File: src/rtl/dev_bus_arbiter.sv
// Peripheral bus arbiter: two requesters (CPU MEM, debug/DMA) share timer0/timer1.
// Round-robin grant, address decode, device req/ack with timeout, CPU stall.
module dev_bus_arbiter #(
  parameter logic [31:0] DEV0_BASE = 32'h0000_7f00,
  parameter logic [31:0] DEV1_BASE = 32'h0000_7f10,
  parameter int unsigned TIMEOUT   = 15
) (
  input  logic        clk,
  input  logic        reset,
  input  logic        m0_req,
  input  logic        m0_we,
  input  logic [31:0] m0_addr,
  input  logic [31:0] m0_wdata,
  output logic [31:0] m0_rdata,
  output logic        m0_done,
  output logic        m0_err,
  input  logic        m1_req,
  input  logic        m1_we,
  input  logic [31:0] m1_addr,
  input  logic [31:0] m1_wdata,
  output logic [31:0] m1_rdata,
  output logic        m1_done,
  output logic        m1_err,
  output logic        dev_req,
  output logic [1:0]  dev_sel,
  output logic        dev_we,
  output logic [1:0]  dev_addr,
  output logic [31:0] dev_wdata,
  input  logic [31:0] dev0_rdata,
  input  logic        dev0_ack,
  input  logic [31:0] dev1_rdata,
  input  logic        dev1_ack,
  output logic        stall
);

  typedef enum logic [1:0] {
    IDLE,
    ISSUE,
    WAIT,
    RESP
  } state_t;

  localparam logic [7:0]  TMO = 8'(TIMEOUT);
  localparam logic [31:0] WIN = 32'd12;

  state_t      state;
  state_t      state_d;
  logic        gnt;
  logic        last_grant;
  logic        lat_we;
  logic [7:0]  cnt;
  logic [7:0]  cnt_inc;

  logic        any_req;
  logic        gnt_d;
  logic        w_we;
  logic [31:0] w_addr;
  logic [31:0] w_wdata;
  logic [31:0] off0;
  logic [31:0] off1;
  logic        in0;
  logic        in1;
  logic [1:0]  w_off;
  logic [1:0]  w_sel;
  logic        legal;

  logic        ack_sel;
  logic [31:0] sel_rdata;
  logic        tmo;
  logic        issue_go;
  logic        dev_end;
  logic        resp_v;
  logic        resp_port;
  logic        resp_err;
  logic [31:0] resp_rdata;

  assign stall   = m0_req & ~m0_done;
  assign any_req = m0_req | m1_req;
  assign cnt_inc = cnt + 8'd1;

  // Unsigned offset: addresses below a base wrap to huge
  // values, so one compare covers both window edges.
  assign off0 = w_addr - DEV0_BASE;
  assign off1 = w_addr - DEV1_BASE;

  always_comb begin
    gnt_d = m1_req;
    if (m0_req && m1_req) begin
      gnt_d = ~last_grant;
    end
    w_we    = gnt_d ? m1_we    : m0_we;
    w_addr  = gnt_d ? m1_addr  : m0_addr;
    w_wdata = gnt_d ? m1_wdata : m0_wdata;
    in0     = off0 < WIN;
    in1     = off1 < WIN;
    w_off   = in0 ? off0[3:2] : off1[3:2];
    w_sel   = in0 ? 2'b01 : 2'b10;
    // COUNT (offset 8) is read-only.
    legal   = (w_addr[1:0] == 2'b00) && (in0 || in1) &&
              !(w_we && (w_off == 2'd2));
  end

  always_comb begin
    ack_sel   = (dev_sel[0] & dev0_ack) |
                (dev_sel[1] & dev1_ack);
    sel_rdata = dev_sel[0] ? dev0_rdata : dev1_rdata;
    tmo       = (cnt_inc == TMO);
  end

  always_comb begin
    state_d    = state;
    issue_go   = 1'b0;
    dev_end    = 1'b0;
    resp_v     = 1'b0;
    resp_port  = gnt;
    resp_err   = 1'b0;
    resp_rdata = 32'h0;
    unique case (state)
      IDLE: begin
        if (any_req) begin
          resp_port = gnt_d;
          if (legal) begin
            issue_go = 1'b1;
            state_d  = ISSUE;
          end else begin
            resp_v   = 1'b1;
            resp_err = 1'b1;
            state_d  = RESP;
          end
        end
      end
      ISSUE: state_d = WAIT;
      WAIT: begin
        // Ack beats a timeout in the same cycle.
        if (ack_sel) begin
          dev_end = 1'b1;
          resp_v  = 1'b1;
          if (!lat_we) begin
            resp_rdata = sel_rdata;
          end
          state_d = RESP;
        end else if (tmo) begin
          dev_end  = 1'b1;
          resp_v   = 1'b1;
          resp_err = 1'b1;
          state_d  = RESP;
        end
      end
      RESP: state_d = IDLE;
      default: state_d = IDLE;
    endcase
  end

  always_ff @(posedge clk or negedge reset) begin
    if (!reset) begin
      state <= IDLE;
    end else begin
      state <= state_d;
    end
  end

  always_ff @(posedge clk or negedge reset) begin
    if (!reset) begin
      gnt        <= 1'b0;
      last_grant <= 1'b1;
      lat_we     <= 1'b0;
      cnt        <= 8'd0;
      dev_req    <= 1'b0;
      dev_sel    <= 2'b00;
      dev_we     <= 1'b0;
      dev_addr   <= 2'd0;
      dev_wdata  <= 32'h0;
      m0_done    <= 1'b0;
      m0_err     <= 1'b0;
      m0_rdata   <= 32'h0;
      m1_done    <= 1'b0;
      m1_err     <= 1'b0;
      m1_rdata   <= 32'h0;
    end else begin
      m0_done <= 1'b0;
      m0_err  <= 1'b0;
      m1_done <= 1'b0;
      m1_err  <= 1'b0;
      if (state == IDLE && any_req) begin
        gnt        <= gnt_d;
        last_grant <= gnt_d;
        lat_we     <= w_we;
      end
      if (issue_go) begin
        dev_req   <= 1'b1;
        dev_sel   <= w_sel;
        dev_we    <= w_we;
        dev_addr  <= w_off;
        dev_wdata <= w_wdata;
      end
      if (state == ISSUE) begin
        cnt <= 8'd0;
      end
      if (state == WAIT) begin
        cnt <= cnt_inc;
      end
      if (dev_end) begin
        dev_req <= 1'b0;
        dev_sel <= 2'b00;
        dev_we  <= 1'b0;
      end
      if (resp_v) begin
        if (resp_port) begin
          m1_done  <= 1'b1;
          m1_err   <= resp_err;
          m1_rdata <= resp_rdata;
        end else begin
          m0_done  <= 1'b1;
          m0_err   <= resp_err;
          m0_rdata <= resp_rdata;
        end
      end
    end
  end

endmodule

File: config.mk
export PLATFORM = sky130hd
export DESIGN_NAME = dev_bus_arbiter
export DESIGN_NICKNAME = d
export VERILOG_FILES = /design/src/rtl/dev_bus_arbiter.sv
export SDC_FILE = /design/constraint.sdc
export NUM_CORES = 1
export LEC_CHECK = 0
export ABC_AREA = 1
export CORE_UTILIZATION = 50
export DETAILED_ROUTE_END_ITERATION = 6
export DONT_BUFFER_PORTS = 1
export SLEW_MARGIN = 20
export SYNTH_ARGS = -nofsm -noshare
export SYNTH_HDL_FRONTEND = slang
export SYNTH_SLANG_ARGS = --single-unit
export TNS_END_PERCENT = 10
File: constraint.sdc
create_clock -name clk -period 3.4 [get_ports clk]
set_input_delay 0.68 -clock clk [delete_from_list [all_inputs] [get_ports clk]]
set_output_delay 0.68 -clock clk [all_outputs]
set_load 0.01 [all_outputs]
Word-level counts from Yosys, hierarchy flattened

Index checks and enable logic that the tools add are counted.

Add/subtract/negate cells: 3
Bitwise operators: 8
Order comparisons: 2
Multiply operators: 0
Eq/ne operators: 7
Multiplexer cells: 44
Shift operators: 0
Div/mod/pow operators: 0
Reductions and logical operators: 14

Operators by type and width:

| operator                                                              | count |
|---|---|
| 32-bit two-way mux                                                    | 6 |
| 32-bit by 4-bit < comparator with 1-bit output, second input constant | 2 |
| 32-bit by 15-bit subtractor with 32-bit output, second input constant | 2 |
| 1-bit two-way mux                                                     | 25 |
| 2-bit two-way mux                                                     | 8 |
| 8-bit two-way mux                                                     | 2 |
| 8-bit by 1-bit adder with 8-bit output, second input constant         | 1 |
| 8-bit by 4-bit equality test with 1-bit output, second input constant | 1 |
| 2-bit one-hot mux with 4 select lines                                 | 1 |
| 2-bit equality test, second input constant                            | 3 |
| 2-bit AND reduction                                                   | 3 |
| 1-bit logical AND                                                     | 5 |
| 2-bit zero test                                                       | 2 |
| 1-bit one-hot mux with 2 select lines                                 | 2 |
| 2-bit nonzero test                                                    | 2 |
| 1-bit bitwise AND                                                     | 3 |
| 3-bit inequality test, second input constant                          | 1 |
| 1-bit NOT                                                             | 3 |
| 2-bit by 1-bit equality test with 1-bit output, second input constant | 1 |
| 2-bit inequality test, second input constant                          | 1 |
| 1-bit bitwise OR                                                      | 2 |
| 1-bit zero test                                                       | 1 |
| 1-bit logical OR                                                      | 1 |

Bits in latches: 0
ROM bits: 0
Bits in registers: 119
Bits in writable memories: 0
Output and inout port bits: 107
Memories: 0
Word-level logic and storage cells: 94

Longest topological paths before layout

Depth in word-level cells: 15
Depth in mapped cells: 25
Mapped depth without buffers: 23

Worst setup path after synthesis

Ideal clock, no wire load.

Path kind: input to register
From: input m0_req
To: register m0_rdata[0]
Data required time: 3.282 ns
Path slack: 0.584 ns
Setup time: 0.118 ns
Arrival: 2.698 ns
Stages on the path: 22
Path through: nand2_2 > buf_6 > buf_6 > nand3_1 > nand2_1 > nand2_1 > nor2_2 > nand3_1 > buf_6 > nand2_1 > xor2_1 > nand3_1 > nor2_1 > nand3_1 > nand2_2 > nand2_2 > nand2_1 > nand2_2 > buf_6 > buf_6 > nand3_1 > nand2_1

Word-level cells in the longest chain between the ends: 14
Elaborated cells on any way between the ends: 24
Those cells by class: add/sub: 2; order compare: 2; eq/ne: 1; mux: 9; bitwise: 2; reduce/logical: 8

RTL lines:

| item                                           | RTL line | RTL |
|---|---|---|
| from (decl)                                    | 10       | `input logic m0_req,` |
| 1-bit logical AND                              | 88       | `if (m0_req && m1_req) begin` |
| 1-bit two-way mux                              | 88       |  |
| 32-bit two-way mux                             | 92       | `w_addr = gnt_d ? m1_addr : m0_addr;` |
| 32-bit by 15-bit subtractor with 32-bit output | 83       | `assign off0 = w_addr - DEV0_BASE;` |
| 32-bit by 4-bit < comparator with 1-bit output | 94       | `in0 = off0 < WIN;` |
| 2-bit two-way mux                              | 96       | `w_off = in0 ? off0[3:2] : off1[3:2];` |
| 2-bit equality test                            | 100      | `!(w_we && (w_off == 2'd2));` |
| 1-bit logical AND                              | 100      |  |
| 1-bit zero test                                | 100      |  |
| 1-bit logical AND                              | 99       | `legal = (w_addr[1:0] == 2'b00) && (in0 \|\| in1) &&` |
| 1-bit two-way mux                              | 122      | `if (legal) begin` |
| 1-bit two-way mux                              | 120      | `if (any_req) begin` |
| 1-bit one-hot mux with 2 select lines          | 118      | `unique case (state)` |
| 2-bit AND reduction (no source line) *         | n/a      |  |
| to (signal assigned)                           | 215      | `m0_rdata <= resp_rdata;` |
| to (decl)                                      | 14       | `output logic [31:0] m0_rdata,` |

Mark *: on every way between the ends. The rest lies on a longest branch, timed or not.
A chain may end at the register's enable or synchronous reset.

Worst setup path in the final report

From: register last_grant
To: register m1_rdata[9]

Word-level cells in the longest chain between the ends: 14
Elaborated cells on any way between the ends: 22
Those cells by class: add/sub: 2; order compare: 2; eq/ne: 1; mux: 9; bitwise: 1; reduce/logical: 7

RTL lines:

| item                                           | RTL line | RTL |
|---|---|---|
| from (decl)                                    | 49       | `logic last_grant;` |
| from (signal assigned)                         | 186      | `last_grant <= gnt_d;` |
| 1-bit NOT *                                    | 89       | `gnt_d = ~last_grant;` |
| 1-bit two-way mux *                            | 88       |  |
| 32-bit two-way mux                             | 92       |  |
| 32-bit by 15-bit subtractor with 32-bit output | 83       |  |
| 32-bit by 4-bit < comparator with 1-bit output | 94       |  |
| 2-bit two-way mux                              | 96       |  |
| 2-bit equality test                            | 100      |  |
| 1-bit logical AND                              | 100      |  |
| 1-bit zero test                                | 100      |  |
| 1-bit logical AND                              | 99       |  |
| 1-bit two-way mux                              | 122      |  |
| 1-bit two-way mux                              | 120      |  |
| 1-bit one-hot mux with 2 select lines          | 118      |  |
| 2-bit AND reduction (no source line) *         | n/a      |  |
| to (signal assigned)                           | 211      | `m1_rdata <= resp_rdata;` |
| to (decl)                                      | 21       | `output logic [31:0] m1_rdata,` |

Marks and branches as above.

==> Flow_metrics.wiki <==
{| class="wikitable"
! Metric !! Value
|-
| Number of inserted diodes || 0
|-
| Critical Path Sink Type || flop
|-
| Startpoint of the worst register-to-register path || last_grant
|-
| Fraction of power consumed by combinational cells || 0.310
|-
| Clock network fraction of design power || 0.369
|-
| Number of buffers added on ports || 0
|-
| Floorplan Core Area || 14100 µm²
|-
| Yosys cell types || 32
|-
| Number of antenna violations at the first check in global routing || 0
|-
| Synth Area per Inst || 7.00 µm²
|-
| Kind of launch point of the worst setup path || flop
|-
| Max IR drop VDD || 387 µV
|-
| Slew margin rel. || 0.605
|-
| Most common cell after layout, fill and taps aside || sky130_fd_sc_hd__nand2_1
|-
| End of the worst register-to-register path || m1_rdata[9]
|-
| Via count || 6742
|-
| Req. time, crit path || 3750 ps
|-
| Number of remaining DRC errors || 0
|-
| Number of flops mapped to enable cells by yosys || 0
|-
| Number of flip-flops and latches in the synthesized netlist || 119
|-
| Mapped cell area || between 7000 and 8000 µm²
|-
| Routability-driven placement congestion ratio || about 0.9
|-
| Largest net degree at the start of global routing || 120
|-
| Post-CTS Setup Inserts || 0
|-
| Leading register cell type out of synthesis || sky130_fd_sc_hd__dfrtp_1
|-
| Setup Crit Path Kind || flop to flop
|-
| Post-detailed-route wirelength per cell || 16.8 µm
|-
| Drt via density || 5.44
|-
| Clock Tree Buf Depth || 2
|-
| Most used cells in the layout excluding fill and tap cells || 456 x sky130_fd_sc_hd__nand2_1, 121 x sky130_fd_sc_hd__nand3_1, 118 x sky130_fd_sc_hd__dfrtp_1
|-
| Result of the run || completed
|-
| Die X-Extent || 123 µm
|-
| Worst hold slack || 105 ps
|-
| Die span in y || around 120 µm
|-
| Final setup viols || 0
|-
| Top Ports || 307
|-
| Post-layout nets || 1251
|-
| Final Max Slew Viols || 0
|-
| Slew at the pin closest to its max-slew limit || 593 ps
|-
| Clock transition at the registers of the reported paths || approximately 60 ps
|-
| Total number of clock tree sinks || between 100 and 150
|-
| Maxcap violations || 0
|-
| Global-route congestion overflow total || 0
|-
| Crit path largest cell delay || 560 ps
|-
| Slack of the worst reg-to-reg path || 250 ps
|-
| Number of optimization iterations in the first detailed-route pass || 5
|-
| Insertion delay to the later sink of the worst-skew pair || 420 ps
|-
| Pre-CTS setup slack || 44.9 ps
|-
| Starting utilization of the core area || 0.521
|-
| Net switching power || about 1700 µW
|-
| CTS H-tree depth || 4
|-
| Number of standard cells after synthesis || 1048
|-
| CP cell instances || nand2_4, buf_12, nand3_1, nand2_1, nand2_1, nor2_2, nand3_1, buf_4, nand2_1, nand2_1, nand2_1, nor2_1, nand2_1, nor2_1, nand3_1, nand2_2, nand2_2, nand2_1, nand2_4, nand2_4, clkbuf_16, nand2_1, nand2_1
|-
| Class of the most critical hold timing path || input pin to async pin
|-
| Number of global-route vias before repair || 6110
|-
| Number of buffers added by the clock tree synthesis step || 17
|-
| Number of standard cells in the layout, taps in and fillers out || between 1000 and 1500
|-
| Wire length after detailed routing || about 21000 µm
|-
| P&R area growth vs syn || 12.9%
|-
| Arrival time of data at the critical path endpoint || between 3000 and 4000 ps
|-
| Final-report hold violation count || 0
|-
| Timing-limited maximum frequency || approximately 320 MHz
|-
| Number of placement rows || 43
|-
| GR Util All Layers || 0.266
|-
| CTS tree || done
|-
| Pint || 3020 µW
|-
| Sequential fraction of design power || 0.321
|-
| Final worst path period share || 0.927
|-
| Number of warning messages in the yosys log || 0
|-
| Utilization of the core after routing || 0.588
|-
| Master cell of the clock root buffer || sky130_fd_sc_hd__clkbuf_16
|-
| Most frequent cell on the critical path || sky130_fd_sc_hd__nand2_1
|-
| Die Area || ~15000 µm²
|-
| Seq/Total Area, Yosys || 0.406
|-
| Number of instances in the placed design || 1203
|-
| Worst-path fanout max || 35
|-
| Iter 0 DRT Violations || 360
|-
| Switching portion of total power || 0.362
|-
| Power per Cell Area || 572 nW/µm²
|-
| Fraction of final layout cells with drive strength greater than 1 || 0.108
|-
| Async SR Flop Fraction || 1.00
|-
| Crit path max-delay cell type || sky130_fd_sc_hd__dfstp_2
|-
| Final setup skew || 9.77 ps
|-
| Leakage power || 0.00442 µW
|-
| Dpl hpwl || 15000 µm
|-
| Detail Route Antenna Nets || 0
|-
| Setup slack after layout || 248 ps
|-
| First-pass GRT wire length || 31100 µm
|-
| Worst-case reg-to-reg path depth || 23
|-
| Net count after synthesis || 1252
|-
| Fin crit period || 3150 ps
|}
[worst max-delay path, delay by kind of cell, from the launching register on]
family / cells / cell delay [ps]
simple gates: 20 / 1960
flops: 1 / 560
buf+inv: 3 / 560
[synthesized netlist by cell type, types with 2 or more instances]
cell / n / area [µm²]
sky130_fd_sc_hd__clkinv_1: 3 / 11.3
sky130_fd_sc_hd__nand3_2: 5 / 50.1
sky130_fd_sc_hd__clkbuf_1: 25 / 93.8
sky130_fd_sc_hd__buf_6: 12 / 135
sky130_fd_sc_hd__buf_2: 11 / 55.1
sky130_fd_sc_hd__nand2_1: 456 / 1710
sky130_fd_sc_hd__nor3_1: 3 / 15.0
sky130_fd_sc_hd__mux2_2: 11 / 124
sky130_fd_sc_hd__inv_2: 2 / 7.51
sky130_fd_sc_hd__nor2_2: 10 / 62.6
sky130_fd_sc_hd__o211ai_1: 2 / 15.0
sky130_fd_sc_hd__mux2i_1: 22 / 220
sky130_fd_sc_hd__buf_4: 6 / 45.0
sky130_fd_sc_hd__dfrtp_1: 118 / 2950
sky130_fd_sc_hd__a21oi_1: 36 / 180
sky130_fd_sc_hd__o21ai_1: 3 / 15.0
sky130_fd_sc_hd__o22ai_1: 3 / 18.8
sky130_fd_sc_hd__nand3_1: 121 / 606
sky130_fd_sc_hd__o21ai_0: 42 / 210
sky130_fd_sc_hd__nor2_4: 2 / 22.5
sky130_fd_sc_hd__xor2_1: 7 / 61.3
sky130_fd_sc_hd__a22oi_1: 2 / 15.0
sky130_fd_sc_hd__nand2_2: 16 / 100
sky130_fd_sc_hd__inv_1: 53 / 199
sky130_fd_sc_hd__ha_1: 4 / 50.1
sky130_fd_sc_hd__nor2_1: 52 / 195
sky130_fd_sc_hd__nand3b_1: 10 / 75.1
sky130_fd_sc_hd__nand4_1: 7 / 43.8
[power by group through the flow]
stage	Combinational, µW	Sequential, µW	Clock (µW)
floorplan	1020	1530	0
global placement	1310	1540	0
detailed placement	1310	1540	0
CTS	1320	1520	1780
global route	1620	1530	1840
finish	1470	1520	1750
[worst max-delay path by stage]
| stage | startpoint | endpoint | slack [ps] | cells after the start |
|---|---|---|---|---|
| floorplan | m0_req | m0_rdata[0] | 580 | 22 |
| global placement | m0_req | m0_rdata[17] | 80 | 22 |
| detailed placement | m0_req | m1_rdata[3] | 40 | 22 |
| CTS | last_grant | m0_rdata[9] | 170 | 24 |
| global route | last_grant | m1_rdata[30] | -7 | 24 |
| finish | last_grant | m1_rdata[9] | 250 | 23 |
[state kept, by name (all words and copies together), names as in the netlist, 2 cells and up]
signal,flops
cnt,8
m0_rdata,32
m1_rdata,32
dev_sel,2
dev_wdata,32
dev_addr,2
state,2
[final cells by class]
class,count,area (µm²)
multi-input combinational,818,3870
sequential,119,2980
fill,1356,5810
tap,180,225
inverter,58,218
timing repair buffer,33,408
clock inverter,12,115
clock buffer,20,467
[repair_timing]
| action | CTS | global route |
|---|---|---|
| endpoints found under the setup margin | 0 | 78 |
| gates resized for setup | 0 | 10 |
| endpoints found under the hold margin | 118 | 118 |
[kinds of logic after synthesis]
group,Yosys count,share of synthesized area
buffers and inverters,112,0.0745
XOR/XNOR,8,0.00955
flip-flops,119,0.406
adder cells (fa/ha/maj),4,0.00682
multiplexers,33,0.0469
AO/OA/AOI/OAI,89,0.0629
AND/OR/NAND/NOR,683,0.393
[through the flow]
stage / instance area (µm²) / TNS [ps] / total power, µW
6_report: 8280 / 0 / 4740
5_1_grt: 8280 / -10.7 / 4980
4_1_cts: 8120 / 0 / 4620
3_5_place_dp: 7540 / 0 / 2860
3_3_place_gp: 7540 / 0 / 2860
2_1_floorplan: 7340 / 0 / 2550
[metal layers]
metal / global-route usage / vias to the layer above / share of wire
met5: 0 / - / 0
met4: 0.0941 / 0 / 0.016
met3: 0.0706 / 26 / 0.083
met2: 0.448 / 280 / 0.49
met1: 0.327 / 3081 / 0.42
li1: - / 3355 / -
Note: power is estimated with default switching activity, not from simulation.
